## src/rtl/bus_timer_target.sv

```systemverilog
// CPU external-bus target: 256-byte window with wait states, holding a prescaled 32-bit timer.
// Optional BUS_TIMER_CAPTURE_EN adds an i_capture input and a CAPTURE register at offset 0x14.
module bus_timer_target #(
    parameter logic [31:0] BASE_ADDR   = 32'h0001_0000,
    parameter int unsigned WAIT_STATES = 2,
    parameter int unsigned DATA_WIDTH  = 32
) (
    input  logic                  i_cpu_clk,
    input  logic                  i_rst,
    input  logic                  i_bus_clk,
    input  logic                  i_bus_we,
    input  logic [31:0]           i_bus_addr,
    input  logic [DATA_WIDTH-1:0] i_bus_data,
`ifdef BUS_TIMER_CAPTURE_EN
    input  logic                  i_capture,
`endif
    output logic [DATA_WIDTH-1:0] o_bus_data,
    output logic                  o_bus_data_ready,
    output logic                  o_irq
);

    localparam logic [7:0] OffCtrl    = 8'h00;
    localparam logic [7:0] OffCount   = 8'h04;
    localparam logic [7:0] OffCompare = 8'h08;
    localparam logic [7:0] OffStatus  = 8'h0C;
    localparam logic [7:0] OffPresc   = 8'h10;
    localparam logic [7:0] OffCapture = 8'h14;

    typedef enum logic [1:0] {StIdle, StWait, StResp, StHold} state_e;

    state_e                  state_q, state_d;
    logic [3:0]              wait_q, wait_d;
    logic                    ready_q, ready_d;
    logic [DATA_WIDTH-1:0]   rdata_q, rdata_d;

    logic [2:0]              ctrl_q, ctrl_d;
    logic [DATA_WIDTH-1:0]   count_q, count_d;
    logic [DATA_WIDTH-1:0]   compare_q, compare_d;
    logic [DATA_WIDTH-1:0]   presc_q, presc_d;
    logic [DATA_WIDTH-1:0]   presc_cnt_q, presc_cnt_d;
    logic                    match_q, match_d;
    logic                    irq_q, irq_d;

    logic                    hit;
    logic                    bus_wr;
    logic [7:0]              offset;
    logic [DATA_WIDTH-1:0]   reg_rdata;
    logic                    wr_ctrl, wr_count, wr_compare, wr_status, wr_presc;
    logic                    tick;
    logic                    match_set;
    logic                    capf;
    logic [DATA_WIDTH-1:0]   capture_val;

    assign hit    = (i_bus_addr[31:8] == BASE_ADDR[31:8]);
    assign offset = i_bus_addr[7:0];

    // Bus handshake
    always_comb begin
        state_d = state_q;
        wait_d  = wait_q;
        ready_d = ready_q;
        rdata_d = rdata_q;
        bus_wr  = 1'b0;
        unique case (state_q)
            StIdle: begin
                if (i_bus_clk && hit) begin
                    if (WAIT_STATES == 0) begin
                        state_d = StResp;
                    end else begin
                        state_d = StWait;
                        wait_d  = 4'(WAIT_STATES);
                    end
                end
            end
            StWait: begin
                wait_d = wait_q - 4'd1;
                if (!i_bus_clk) begin
                    state_d = StIdle;
                end else if (wait_q <= 4'd1) begin
                    state_d = StResp;
                end
            end
            StResp: begin
                bus_wr  = i_bus_we;
                rdata_d = i_bus_we ? '0 : reg_rdata;
                ready_d = 1'b1;
                state_d = StHold;
            end
            StHold: begin
                if (!i_bus_clk) begin
                    ready_d = 1'b0;
                    rdata_d = '0;
                    state_d = StIdle;
                end
            end
            default: state_d = StIdle;
        endcase
    end

    always_comb begin
        reg_rdata = '0;
        case (offset)
            OffCtrl:    reg_rdata = {{(DATA_WIDTH-3){1'b0}}, ctrl_q};
            OffCount:   reg_rdata = count_q;
            OffCompare: reg_rdata = compare_q;
            OffStatus:  reg_rdata = {{(DATA_WIDTH-2){1'b0}}, capf, match_q};
            OffPresc:   reg_rdata = presc_q;
            OffCapture: reg_rdata = capture_val;
            default:    reg_rdata = '0;
        endcase
    end

    assign wr_ctrl    = bus_wr && (offset == OffCtrl);
    assign wr_count   = bus_wr && (offset == OffCount);
    assign wr_compare = bus_wr && (offset == OffCompare);
    assign wr_status  = bus_wr && (offset == OffStatus);
    assign wr_presc   = bus_wr && (offset == OffPresc);

    assign tick = ctrl_q[0] && (presc_cnt_q == presc_q);

    // Timer; a bus write to COUNT overrides the tick and suppresses match evaluation
    always_comb begin
        ctrl_d      = wr_ctrl ? i_bus_data[2:0] : ctrl_q;
        compare_d   = wr_compare ? i_bus_data : compare_q;
        presc_d     = wr_presc ? i_bus_data : presc_q;
        count_d     = count_q;
        match_set   = 1'b0;
        presc_cnt_d = presc_cnt_q;

        if (wr_ctrl || wr_presc) begin
            presc_cnt_d = '0;
        end else if (ctrl_q[0]) begin
            presc_cnt_d = tick ? '0 : presc_cnt_q + 1'b1;
        end

        if (wr_count) begin
            count_d = i_bus_data;
        end else if (tick) begin
            if (count_q == compare_q) begin
                match_set = 1'b1;
                count_d   = ctrl_q[1] ? '0 : count_q + 1'b1;
            end else begin
                count_d = count_q + 1'b1;
            end
        end

        match_d = match_set | (match_q & ~(wr_status & i_bus_data[0]));
        irq_d   = match_q & ctrl_q[2];
    end

    always_ff @(posedge i_cpu_clk) begin
        if (i_rst) begin
            state_q     <= StIdle;
            wait_q      <= '0;
            ready_q     <= 1'b0;
            rdata_q     <= '0;
            ctrl_q      <= '0;
            count_q     <= '0;
            compare_q   <= '1;
            presc_q     <= '0;
            presc_cnt_q <= '0;
            match_q     <= 1'b0;
            irq_q       <= 1'b0;
        end else begin
            state_q     <= state_d;
            wait_q      <= wait_d;
            ready_q     <= ready_d;
            rdata_q     <= rdata_d;
            ctrl_q      <= ctrl_d;
            count_q     <= count_d;
            compare_q   <= compare_d;
            presc_q     <= presc_d;
            presc_cnt_q <= presc_cnt_d;
            match_q     <= match_d;
            irq_q       <= irq_d;
        end
    end

`ifdef BUS_TIMER_CAPTURE_EN
    // [0],[1] synchronise; [2] is the prior synchronised sample for edge detection
    logic [2:0]            cap_sync_q;
    logic                  cap_edge;
    logic                  capf_q, capf_d;
    logic [DATA_WIDTH-1:0] capture_q;

    assign cap_edge = cap_sync_q[1] & ~cap_sync_q[2];
    assign capf_d   = cap_edge | (capf_q & ~(wr_status & i_bus_data[1]));

    always_ff @(posedge i_cpu_clk) begin
        if (i_rst) begin
            cap_sync_q <= '0;
            capf_q     <= 1'b0;
            capture_q  <= '0;
        end else begin
            cap_sync_q <= {cap_sync_q[1:0], i_capture};
            capf_q     <= capf_d;
            if (cap_edge) begin
                capture_q <= count_q;
            end
        end
    end

    assign capf        = capf_q;
    assign capture_val = capture_q;
`else
    assign capf        = 1'b0;
    assign capture_val = '0;
`endif

    assign o_bus_data       = rdata_q;
    assign o_bus_data_ready = ready_q;
    assign o_irq            = irq_q;

endmodule

```

## config.mk

```make
export PLATFORM = sky130hd
export DESIGN_NAME = bus_timer_target
export DESIGN_NICKNAME = d
export VERILOG_FILES = /design/src/rtl/bus_timer_target.sv
export SDC_FILE = /design/constraint.sdc
export NUM_CORES = 1
export LEC_CHECK = 0
export BUFFER_PORTS_ARGS = -buffer_cell sky130_fd_sc_hd__buf_2
export CAP_MARGIN = 10
export CORE_MARGIN = 1
export CORE_UTILIZATION = 65
export CTS_BUF_LIST = sky130_fd_sc_hd__clkbuf_2 sky130_fd_sc_hd__clkbuf_4 sky130_fd_sc_hd__clkbuf_8
export DETAILED_ROUTE_END_ITERATION = 8
export PLACE_DENSITY = 0.95
export SLEW_MARGIN = 20
export SYNTH_ARGS = -nofsm -noshare
export SYNTH_HDL_FRONTEND = slang
export SYNTH_SLANG_ARGS = --single-unit
```

## constraint.sdc

```tcl
create_clock -name i_cpu_clk -period 5.3 [get_ports i_cpu_clk]
set_input_delay 0.53 -clock i_cpu_clk [delete_from_list [all_inputs] [get_ports i_cpu_clk]]
set_output_delay 0.53 -clock i_cpu_clk [all_outputs]
set_load 0.05 [all_outputs]
```

# Yosys cells after proc, flatten, opt, wreduce, memory -nomap -nowiden
# Cells that the tools add are included.
# op_classes
mux,22
bitwise,5
n_reduce_logical,17
eq_ne,13
addsub,3
magnitude_cmp,1
# op_table
cell,n
2-to-1 mux 32 bit,7
one-hot mux 32 bit (5 select lines),1
adder 32 x 1 -> 32 bit (second input constant),2
== test 32 bit,2
one-hot mux 32 bit (2 select lines),1
== test 24 x 9 -> 1 bit (second input constant),1
== test 8 x 4 -> 1 bit (second input constant),2
== test 8 x 3 -> 1 bit (second input constant),1
== test 8 x 5 -> 1 bit (second input constant),1
zero test 8 bit,1
2-to-1 mux 2 bit,4
one-hot mux 2 bit (4 select lines),1
one-hot mux 4 bit (2 select lines),1
logical AND 1 bit,7
nonzero test 2 bit,3
2-to-1 mux 1 bit,5
== test 2 bit (second input constant),2
less-or-equal comparator 4 x 1 -> 1 bit (second input constant),1
2-to-1 mux 4 bit,1
!= test 2 bit (second input constant),2
AND reduction 2 bit,2
subtractor 4 x 1 -> 4 bit (second input constant),1
bitwise AND 1 bit,3
!= test 3 bit (second input constant),1
other kinds (8),8
# totals
inputBits,68
output_inout_bits,34
wordCells,72
reg_bits,172

# Logic depth before layout (Yosys ltp)
# depth
ltp_word,7
depth_mapped,9
ltp_nobuf,8

# Worst setup path after synthesis
# Ideal clock, no wire load.
# synth_path
path_type,input -> register
start,input port i_bus_addr[0]
end,register presc_q[10]
required_ns,5.172
slack_ns,2.825
path_stages,7
t_arrival_ns,2.347
setup_time_ns,0.128
n_path_buf,2
cell_sequence,or4_1 nor3_1 and2_1 buf_2 buf_2 mux2i_1 nor2_1
# synth_via
elab_chain_len,2
# synth_lines
element,line,rtl
from (decl),12,"input logic [31:0] i_bus_addr,"
== test 8 x 5 -> 1 bit,117,assign wr_presc = bus_wr && (offset == OffPresc);
logical AND 1 bit,117,
to (signal assigned),172,presc_q <= presc_d;
to (decl),39,"logic [DATA_WIDTH-1:0] presc_q, presc_d;"
# Every way passes these cells.
# A chain may end at the register's enable or synchronous reset.

# Worst setup path in the final report
# layout_path
start,register count_q[24]
end,register count_q[3]
# layout_via
elab_chain_len,4
# layout_lines
element,line,rtl
from (decl),37,"logic [DATA_WIDTH-1:0] count_q, count_d;"
from (signal assigned),170,count_q <= count_d;
== test 32 bit,139,if (count_q == compare_q) begin
2-to-1 mux 32 bit,139,
2-to-1 mux 32 bit,138,end else if (tick) begin
2-to-1 mux 32 bit,136,if (wr_count) begin
# Every way passes these cells. The select of a mux whose other input is x is not followed.

==> flow_metrics.tcl <==
set metrics [dict create \
    cts_resized 0 \
    syn_nets 1131 \
    num_antenna_cells 0 \
    worst_setup_path_start_kind "register" \
    critPathCaptureType "register" \
    status "complete, but fails checks" \
    clkLatencyLatePin_ps 480 \
    layout-drive-gt1-share 0.1401 \
    synth_cell_type_count 52 \
    die_x_um 116.9 \
    post_cts_buffers 0 \
    avgSynthCellArea_um2 8.097 \
    leakage_uw 0.003625 \
    synthFlopType "dfxtp_1" \
    skew_ps 17.29 \
    tns_ps 0 \
    fin_crit_sh 0.6543 \
    period_needed_ps 3468 \
    grt_max_degree 73 \
    maxCapViolCount 0 \
    drv_slew 0 \
    critPathRequiredTime_ps 5630 \
    clock_sinks 172 \
    h-tree-depth 4 \
    hold_buffers 0 \
    hold_viol 0 \
    fin_cells 1300 \
    utilization 0.7503 \
    vias_per_cell 6.573 \
    clk_pin_slew_worst_paths_ps 100 \
    synth_area_mm2 0.008574 \
    reg2reg_setup_slack_ps 1830 \
    crit_path_cell_trace "xnor2_1 -> nand4_1 -> nor4_1 -> nand3_1 -> and2_0 -> a221oi_1 -> nor3_1" \
    rsz0062_at_grt "false" \
    num_io_pins 102 \
    reg2reg_from "count_q[24]" \
    crit_start "count_q[24]" \
    dieArea_mm2 0.01366 \
    synth_seq_cells 172 \
    vias 8545 \
    crit_path_top_delay_cell "nand3_1" \
    grt_pass1_wl_mm 40.12 \
    wl_per_cell_um 20.02 \
    io_buffers 101 \
    holdPathStages 3 \
    netlist_instances 1059 \
    r2r_cells 7 \
    critPathMaxFanout 16 \
    core_area_mm2 0.01272 \
    whs_endpoint "compare_q[29]" \
    fin_area_mm2 0.009545 \
    timing.fmax_mhz 288.4 \
    reg2reg_to "count_q[3]" \
    drtIter0Drc 1629 \
    grt_pass1_vias 7682 \
    place_area_mm2 0.009092 \
    relSlewSlack 0.4548 \
    crit_type "register to register" \
    worst_path_largest_cell_delay_ps 660 \
    wl_mm 26.02 \
    synth-edff-count 0 \
    dp.cells 1268 \
    finalPower_uw 2461 \
    hpwl_mm 17.82 \
    antenna_found_initial 0 \
    start_util 0.6740 \
    drc_errors 15 \
    globalRouteOverflowTotal 0 \
    cts_made_buffers 17 \
    placementRows 41 \
    cts_buffer_depth 2 \
    setup_violations 0 \
    tritoncts "built" \
    cts-root-buf "clkbuf_8" \
    syn_to_final_growth_pct 11.32 \
    min_path_type "input pin to register" \
    place_congestion 1.006 \
    worst_pin_slew_ps 817.8 \
    yosysSeqAreaShare 0.4016 \
    hp-start "i_bus_data[29]" \
    powerDensity_mw_per_mm2 257.8 \
    first_pass_iters 9 \
    ys_warn_count 0 \
    violations "DRC" \
    layout.nets 1187 \
    max-vdd-ir-drop_mv 0.2416 \
    die_h_um 116.9 \
    track_usage 0.3882 \
    antenna_left 0 \
    cp_data_arrival_time_ps 3800 \
    async_flop_share 0 \
]
where the power goes:
group,internal (uW),leakage (uW),switching (uW)
Clock,576,0.000235,468
Combinational,39.5,0.00200,71.1
Sequential,1300,0.00139,9.85
critical path: cells and delay by family (launching register included):
kind / cells / cell delay, ps
AO/OA/AOI/OAI: 1 / 380
XOR/XNOR: 1 / 420
AND/OR/NAND/NOR: 5 / 2100
flip-flops: 1 / 400
worst max path at each step:
| stage | end |
|---|---|
| finish | count_q[3] |
| CTS | count_q[3] |
| global placement | compare_q[13] |
| floorplan | presc_q[10] |
| detailed placement | presc_cnt_q[19] |
| global route | count_q[3] |
per-stage QoR:
step           setup slack, ps  hold slack, ps
2_1_floorplan             2825           458.4
3_3_place_gp              1848           458.5
3_5_place_dp              1946           467.7
4_1_cts                   2047           284.5
5_1_grt                   1776           300.5
6_report                  1832           294.3
registers in the layout, summed over array words and instances (netlist names), named ones only:
name              count
state_q               1
o_bus_data_ready      1
compare_q            32
ctrl_q                3
presc_cnt_q          32
count_q              32
o_bus_data           32
wait_q                4
match_q               1
o_irq                 1
presc_q              32
synth_stat cells, types with 5 or more instances:
| library cell | instances | area share |
|---|---|---|
| clkbuf_1 | 61 | 0.027 |
| xnor2_1 | 71 | 0.073 |
| and3_1 | 23 | 0.017 |
| or3_1 | 9 | 0.0066 |
| a21o_1 | 9 | 0.0079 |
| nor2_1 | 170 | 0.074 |
| a211oi_1 | 6 | 0.0053 |
| o21ai_0 | 13 | 0.0076 |
| xor2_1 | 28 | 0.029 |
| nand3_1 | 78 | 0.046 |
| a222oi_1 | 32 | 0.037 |
| buf_2 | 12 | 0.0070 |
| nand4_1 | 29 | 0.021 |
| nor3_1 | 14 | 0.0082 |
| nor4_1 | 10 | 0.0073 |
| o31a_1 | 6 | 0.0061 |
| and4_1 | 11 | 0.011 |
| and2_1 | 9 | 0.0066 |
| dfxtp_1 | 172 | 0.40 |
| inv_1 | 10 | 0.0044 |
| a21oi_1 | 55 | 0.032 |
| nand2_1 | 120 | 0.053 |
| or4_1 | 5 | 0.0044 |
| a31oi_1 | 15 | 0.011 |
| mux2i_1 | 37 | 0.043 |
layer usage:
layer | wire length [um] | part of all wire | global-route usage
met5 | 0 | 0 | 0
met4 | 1365 | 0.052 | 0.2245
met3 | 3094 | 0.12 | 0.08960
met2 | 11630 | 0.45 | 0.5870
met1 | 9936 | 0.38 | 0.5097
layout by cell type, fill, tap and decap left out, types with 3 or more instances in the layout:
cell         n
a21oi_1     55
and3_1      23
ha_1         4
a222oi_1    32
mux2_2       3
a31oi_1     15
nand4_1     29
buf_2      100
xnor2_1     71
and2_1       8
xor2_1      28
and4_1      11
nand2_1    118
nor4_1      10
o31a_1       6
o21ai_0     13
a211oi_1     6
a21o_1       9
bufinv_16    4
a22oi_1      4
nand3_1     78
buf_4       12
or3_1        9
clkinv_2     3
mux2i_1     37
nor3_1      13
or4_1        5
a32oi_1      4
nor2_1     170
dfxtp_1    172
o41ai_1      3
nand2b_1     3
a221oi_1     4
clkbuf_8    20
inv_1       10
nor4b_1      4
clkbuf_4     5
final cells by class:
type | count | area, um^2
clock buffers | 25 | 312.8
clock inverters | 7 | 135.1
fillers | 955 | 3177
inverters | 10 | 37.54
multi-input cells | 802 | 4811
flip-flops and latches | 172 | 3443
well taps | 172 | 215.2
repair buffers | 112 | 590.6
cell families (layout without fill, tap and decap cells):
| logic type | count (synthesis) | count (layout) | share of synthesized area |
|---|---|---|---|
| DFF | 172 | 172 | 0.4016 |
| buffers and inverters | 85 | 154 | 0.03940 |
| adders and majority gates | 4 | 4 | 0.005837 |
| and+or+nand+nor | 495 | 495 | 0.2705 |
| xor gates and xnor gates | 99 | 99 | 0.1011 |
| AOI/OAI and AO/OA | 164 | 164 | 0.1344 |
| muxes | 40 | 40 | 0.04713 |
(Power assumes the default switching activity.)
